File: src/rtl/redmule_mx_lane_decoder.sv
// redmule_mx_lane_decoder
// Joins one MX value word (DATA_W/8 FP8 elements) with its shared E8M0 scale,
// then drains the block as NUM_LANES FP16 values per beat. E4M3 or E5M2 is
// selected per block. The conversion is exact, so no rounding logic is needed.
module redmule_mx_lane_decoder #(
  parameter int unsigned DATA_W    = 256,
  parameter int unsigned BITW      = 16,
  parameter int unsigned NUM_LANES = 4
) (
  input  logic                        clk_i,
  input  logic                        rst_ni,
  input  logic                        mx_val_valid_i,
  output logic                        mx_val_ready_o,
  input  logic [DATA_W-1:0]           mx_val_data_i,
  input  logic                        mx_exp_valid_i,
  output logic                        mx_exp_ready_o,
  input  logic [7:0]                  mx_exp_data_i,
  input  logic                        fmt_i,
  output logic                        fp16_valid_o,
  input  logic                        fp16_ready_i,
  output logic [NUM_LANES*BITW-1:0]   fp16_data_o,
  output logic                        fp16_last_o
);

  localparam int unsigned NUM_ELEMS = DATA_W / 8;
  localparam int unsigned NUM_BEATS = NUM_ELEMS / NUM_LANES;
  localparam int unsigned CNT_W     = (NUM_BEATS > 1) ? $clog2(NUM_BEATS) : 1;
  localparam int unsigned BEAT_W    = NUM_LANES * 8;
  localparam logic [CNT_W-1:0] LAST_BEAT = CNT_W'(NUM_BEATS - 1);

  typedef enum logic {
    IDLE  = 1'b0,
    DRAIN = 1'b1
  } state_e;

  // Exact FP8 (E4M3/E5M2) times 2^(scale-127) to FP16; overflow saturates to
  // Inf and underflow flushes to signed zero.
  function automatic logic [15:0] mx_to_fp16(input logic [7:0] elem,
                                             input logic       fmt,
                                             input logic [7:0] scale);
    logic               sign;
    logic [4:0]         e8;
    logic [9:0]         mant;
    logic [9:0]         mant_n;
    logic [1:0]         shamt;
    logic               is_nan;
    logic               is_inf;
    logic               is_zero;
    logic               is_sub;
    logic signed [10:0] bias;
    logic signed [10:0] e_unb;
    logic signed [10:0] e_fp16;
    logic [15:0]        res;
    sign    = elem[7];
    is_zero = (elem[6:0] == 7'h00);
    if (fmt) begin
      e8     = elem[6:2];
      mant   = {elem[1:0], 8'h00};
      bias   = 11'sd15;
      is_nan = (elem[6:2] == 5'd31) && (elem[1:0] != 2'b00);
      is_inf = (elem[6:2] == 5'd31) && (elem[1:0] == 2'b00);
    end else begin
      e8     = {1'b0, elem[6:3]};
      mant   = {elem[2:0], 7'h00};
      bias   = 11'sd7;
      is_nan = (elem[6:0] == 7'h7F);
      is_inf = 1'b0;
    end
    is_sub = (e8 == 5'd0) && !is_zero;
    // Subnormals: shift past the leading one so it becomes the hidden bit.
    casez (mant[9:7])
      3'b1??:  shamt = 2'd1;
      3'b01?:  shamt = 2'd2;
      3'b001:  shamt = 2'd3;
      default: shamt = 2'd1;
    endcase
    if (is_sub) begin
      mant_n = mant << shamt;
      e_unb  = 11'sd1 - bias - $signed({9'd0, shamt});
    end else begin
      mant_n = mant;
      e_unb  = $signed({6'd0, e8}) - bias;
    end
    e_fp16 = e_unb + $signed({3'd0, scale}) - 11'sd127 + 11'sd15;
    if (scale == 8'hFF || is_nan) begin
      res = 16'h7E00;
    end else if (is_inf) begin
      res = {sign, 15'h7C00};
    end else if (is_zero) begin
      res = {sign, 15'h0000};
    end else if (e_fp16 >= 11'sd31) begin
      res = {sign, 15'h7C00};
    end else if (e_fp16 <= 11'sd0) begin
      res = {sign, 15'h0000};
    end else begin
      res = {sign, e_fp16[4:0], mant_n};
    end
    return res;
  endfunction

  state_e             state_q, state_d;
  logic [CNT_W-1:0]   cnt_q, cnt_d;
  logic [DATA_W-1:0]  val_q, val_d;
  logic [7:0]         exp_q, exp_d;
  logic               fmt_q, fmt_d;
  logic               can_acc_s;
  logic               accept_s;
  logic               hs_s;
  logic               last_hs_s;
  logic [BEAT_W-1:0]  beat_s;

  // Handshake decode: a block is taken only when both halves are present.
  always_comb begin
    hs_s           = fp16_valid_o & fp16_ready_i;
    last_hs_s      = hs_s & (cnt_q == LAST_BEAT);
    can_acc_s      = rst_ni & ((state_q == IDLE) | ((state_q == DRAIN) & last_hs_s));
    accept_s       = can_acc_s & mx_val_valid_i & mx_exp_valid_i;
    mx_val_ready_o = can_acc_s & mx_exp_valid_i;
    mx_exp_ready_o = can_acc_s & mx_val_valid_i;
  end

  // State register.
  always_ff @(posedge clk_i or negedge rst_ni) begin
    if (!rst_ni) begin
      state_q <= IDLE;
    end else begin
      state_q <= state_d;
    end
  end

  // Next-state logic; a last-beat handshake with a new accept stays in DRAIN.
  always_comb begin
    state_d = state_q;
    case (state_q)
      IDLE: begin
        if (accept_s) state_d = DRAIN;
        else          state_d = IDLE;
      end
      DRAIN: begin
        if (last_hs_s && !accept_s) state_d = IDLE;
        else                        state_d = DRAIN;
      end
      default: state_d = IDLE;
    endcase
  end

  // Datapath next-state: load on accept, advance the beat counter on handshake.
  always_comb begin
    cnt_d = cnt_q;
    val_d = val_q;
    exp_d = exp_q;
    fmt_d = fmt_q;
    if (accept_s) begin
      cnt_d = '0;
      val_d = mx_val_data_i;
      exp_d = mx_exp_data_i;
      fmt_d = fmt_i;
    end else if (hs_s) begin
      if (cnt_q == LAST_BEAT) cnt_d = '0;
      else                    cnt_d = cnt_q + CNT_W'(1);
    end else begin
      cnt_d = cnt_q;
    end
  end

  // Block and beat-counter registers.
  always_ff @(posedge clk_i or negedge rst_ni) begin
    if (!rst_ni) begin
      cnt_q <= '0;
      val_q <= '0;
      exp_q <= 8'h00;
      fmt_q <= 1'b0;
    end else begin
      cnt_q <= cnt_d;
      val_q <= val_d;
      exp_q <= exp_d;
      fmt_q <= fmt_d;
    end
  end

  // Output decode: lane k of beat b converts element b*NUM_LANES+k; data is zero when idle.
  always_comb begin
    fp16_valid_o = (state_q == DRAIN);
    fp16_last_o  = fp16_valid_o & (cnt_q == LAST_BEAT);
    beat_s       = val_q[cnt_q*BEAT_W +: BEAT_W];
    fp16_data_o  = '0;
    if (fp16_valid_o) begin
      for (int k = 0; k < NUM_LANES; k++) begin
        fp16_data_o[BITW*k +: BITW] = mx_to_fp16(beat_s[8*k +: 8], fmt_q, exp_q);
      end
    end else begin
      fp16_data_o = '0;
    end
  end

endmodule

File: config.mk
export PLATFORM = sky130hd
export DESIGN_NAME = redmule_mx_lane_decoder
export DESIGN_NICKNAME = d
export VERILOG_FILES = /design/src/rtl/redmule_mx_lane_decoder.sv
export SDC_FILE = /design/constraint.sdc
export NUM_CORES = 1
export LEC_CHECK = 0
export BUFFER_PORTS_ARGS = -buffer_cell sky130_fd_sc_hd__buf_2
export CORE_MARGIN = 5
export CORE_UTILIZATION = 35
export DETAILED_ROUTE_END_ITERATION = 7
export HOLD_SLACK_MARGIN = 0.06
export PLACE_DENSITY = 0.51
export REMOVE_ABC_BUFFERS = 1
export SLEW_MARGIN = 20
export SYNTH_ARGS = -nofsm -noshare
export SYNTH_HDL_FRONTEND = slang
export SYNTH_SLANG_ARGS = --single-unit
File: constraint.sdc
create_clock -name clk_i -period 20 [get_ports clk_i]
set_input_delay 6 -clock clk_i [delete_from_list [all_inputs] [get_ports clk_i]]
set_output_delay 6 -clock clk_i [all_outputs]
set_load 0.01 [all_outputs]
==> metrics.txt <==
Detailed Route WL 49.72 mm; Port Buf Inserts 309; worst hold start val_q[52]; Tcrit/Tclk final 70.13%; max-cap violations 0; Die Height ~230 um; CTS tree yes; actual slew at the worst max-slew pin between 1000 and 1500 ps; fin. max-slew vios 0; Die Wd ~230 um; synthesized area per cell between 10 and 15 um2; drt wl/cell around 20 um; std cell rows 81; total number of vias around 13000; CP Launch Type flip-flop; Hold Vio Cnt, Final 0; core area just under 0.05 mm2; worst r2r src cnt_q[0]; vias in the first global route ~13000; setup TNS 0 ps; CTS sink count 269; root buffer cell clkbuf_16; Min-Delay Path Class flip-flop to flip-flop; Synth Register Bits roughly 270; post-place setup slack about 6600 ps; die area 0.05444 mm2; hold buffer count at cts 0; area grow syn2layout 17.62%; Antenna Violating Nets Remaining 0; # H-tree levels 1; post-synth cell types 92; post-layout min period between 10000 and 15000 ps; CP Data Required Time ~14000 ps; Top Ports about 340; clk_lat worst skew around 570 ps; final setup fails 0; Post-Syn Area 0.01746 mm2; max_slew headroom 32.60%; Post-route DRC 0; asr flop ratio synth 100.0%; RSZ-0062 raised after global routing false; clock-pin slew on the worst setup and hold paths roughly 60 ps; Max Fclk about 70 MHz; cell count after synthesis 1509; All-Layer GR Usage between 15 and 20%; top_reg_cell synth dfrtp_1; vias per cell between 5 and 6; DP HPWL around 37 mm; Max clock buf depth 3; ratio of cells with drive above 1 in the final layout between 40% and 50%; initial antenna violation count 0; Layout Nets between 2000 and 2500; critical path class flip-flop to output port; # resized after CTS 0; first-pass GRT wire length roughly 76 mm; critical path arrival 8030 ps; worst setup path start cnt_q[1]; Clock Skew ~18 ps; largest net degree at the start of global routing approximately 150; yosys warns 0; number of post-CTS setup repair buffers 0; Initial DRT Pass Iterations 5; Setup WS post-layout about 6000 ps; sequential element share of the synthesized area ~39%; Crit Path Max Fanout between 50 and 60; Initial Util a little over a third; CTS buffer count 31; kind of end point of the critical path output port; antenna cells 0; gpl congestion approximately 0.85; Post-synth EDFFs 0; total grt overflow 0; run status completed; initial DRC count about 560
==> placed cells by master (no fill, tap or decap), types with 9 or more instances in the layout <==
cell / n
a21o_1: 21
a21oi_1: 43
and2_1: 9
and3_1: 21
buf_2: 308
buf_4: 13
clkbuf_16: 31
clkbuf_8: 10
conb_1: 28
dfrtp_1: 265
ha_1: 90
inv_1: 49
mux2_2: 289
mux2i_1: 57
mux4_2: 54
nand2_1: 90
nand2b_1: 17
nand3_1: 31
nand4_1: 13
nor2_1: 82
nor3_1: 21
o21ai_0: 38
o21ai_1: 13
o31ai_1: 16
xnor2_1: 11
xor2_1: 18
==> logic make-up after synthesis <==
| group | share of synthesized area [%] |
|---|---|
| mux | 29.18 |
| simple gates | 10.18 |
| flops | 38.56 |
| compound gates | 8.580 |
| buf+inv | 4.723 |
| fa+ha+maj | 7.024 |
| xor+xnor | 1.735 |
| other cells | 0.02148 |
==> path summary, 6_finish.rpt <==
path / slack, ps / endpoint / depth (start not counted)
setup / recovery: 5970 / fp16_data_o[57] / 21
hold / removal: 500 / val_q[52] / 1
setup reg to reg: 15430 / val_q[53] / 9
hold reg to reg: 500 / val_q[52] / 1
max in group asynchronous: 13290 / fmt_q / 2
min in group asynchronous: 5370 / val_q[247] / 1
==> state kept, by name, indices dropped and copies added (netlist names) <==
name,count
cnt_q,3
fp16_valid_o,1
exp_q,8
fmt_q,1
val_q,256
==> metal layers <==
metal,vias up,track usage [%],wire length (um)
met1,6434,24.74,22880
met4,0,3.987,1008
met3,55,2.978,2577
met2,300,29.04,23250
li1,6105,-,-
met5,-,0,0
==> critical path, stage by stage (launching register included) <==
cell     delay [ps]
dfrtp_4         790
buf_4           730
mux4_2          620
mux2i_1         530
nand2_1         110
nand2_1         100
ha_1            150
nor3b_1         340
and3_1          500
mux2_2          390
ha_1            270
inv_1            40
ha_1            340
and3_1          170
a221o_1         380
o41ai_1         440
xnor2_1         180
nand4_1         260
a311o_1         410
nor4b_1         270
o21a_1          190
buf_2           140
==> area by class of cell <==
cell class                 count  area (um2)
clock buffer                  46       932.1
timing repair buffer         323        1674
tap                          664       830.8
fill                        4717       28620
clock inverter                11       161.4
sequential                   269        6744
inverter                      49       183.9
multi-input combinational   1116       10010
==> stage by stage <==
stage	util (%)	hold WS [ps]	cell area (um2)	cells
floorplan	-	475.3	16920	1434
global placement	39.55	483.3	19440	2421
detailed placement	39.55	490.7	19440	2421
CTS	41.77	505.7	20530	2478
global route	41.77	513.5	20530	2478
finish	41.77	501.6	20530	2478
==> cells in the mapped netlist (all sizes together), types with 3 or more instances <==
library cell / n / share of area, %
xnor2: 13 / 0.74
nor4: 11 / 0.50
nor3: 22 / 0.66
or4: 7 / 0.30
or2: 6 / 0.22
nand3b: 4 / 0.17
a221o: 4 / 0.23
o211ai: 4 / 0.23
a21o: 21 / 0.90
nor2b: 6 / 0.22
dfrtp: 269 / 39
a211oi: 7 / 0.30
fa: 4 / 0.46
o21a: 8 / 0.34
a31oi: 5 / 0.18
a22oi: 7 / 0.30
nor4b: 4 / 0.27
o311ai: 4 / 0.39
xor2: 19 / 1.0
o31ai: 16 / 0.69
nand3: 33 / 1.0
or3: 4 / 0.14
mux2: 291 / 19
o21ai: 51 / 1.5
clkbuf: 40 / 0.86
mux4: 54 / 7.0
nor2: 84 / 1.9
and2: 10 / 0.36
and3: 21 / 0.75
ha: 90 / 6.5
a21oi: 44 / 1.3
mux2i: 58 / 3.4
nand2: 91 / 2.0
inv: 49 / 1.1
buf: 62 / 2.8
o22ai: 4 / 0.14
o21bai: 4 / 0.19
o2111ai: 5 / 0.29
nand2b: 17 / 0.61
nor3b: 4 / 0.17
or3b: 3 / 0.15
nand4: 13 / 0.47
Power is left out: the tool's default activity adds up to more than one toggle a clock period on the data nets, which glitch-free logic cannot reach.
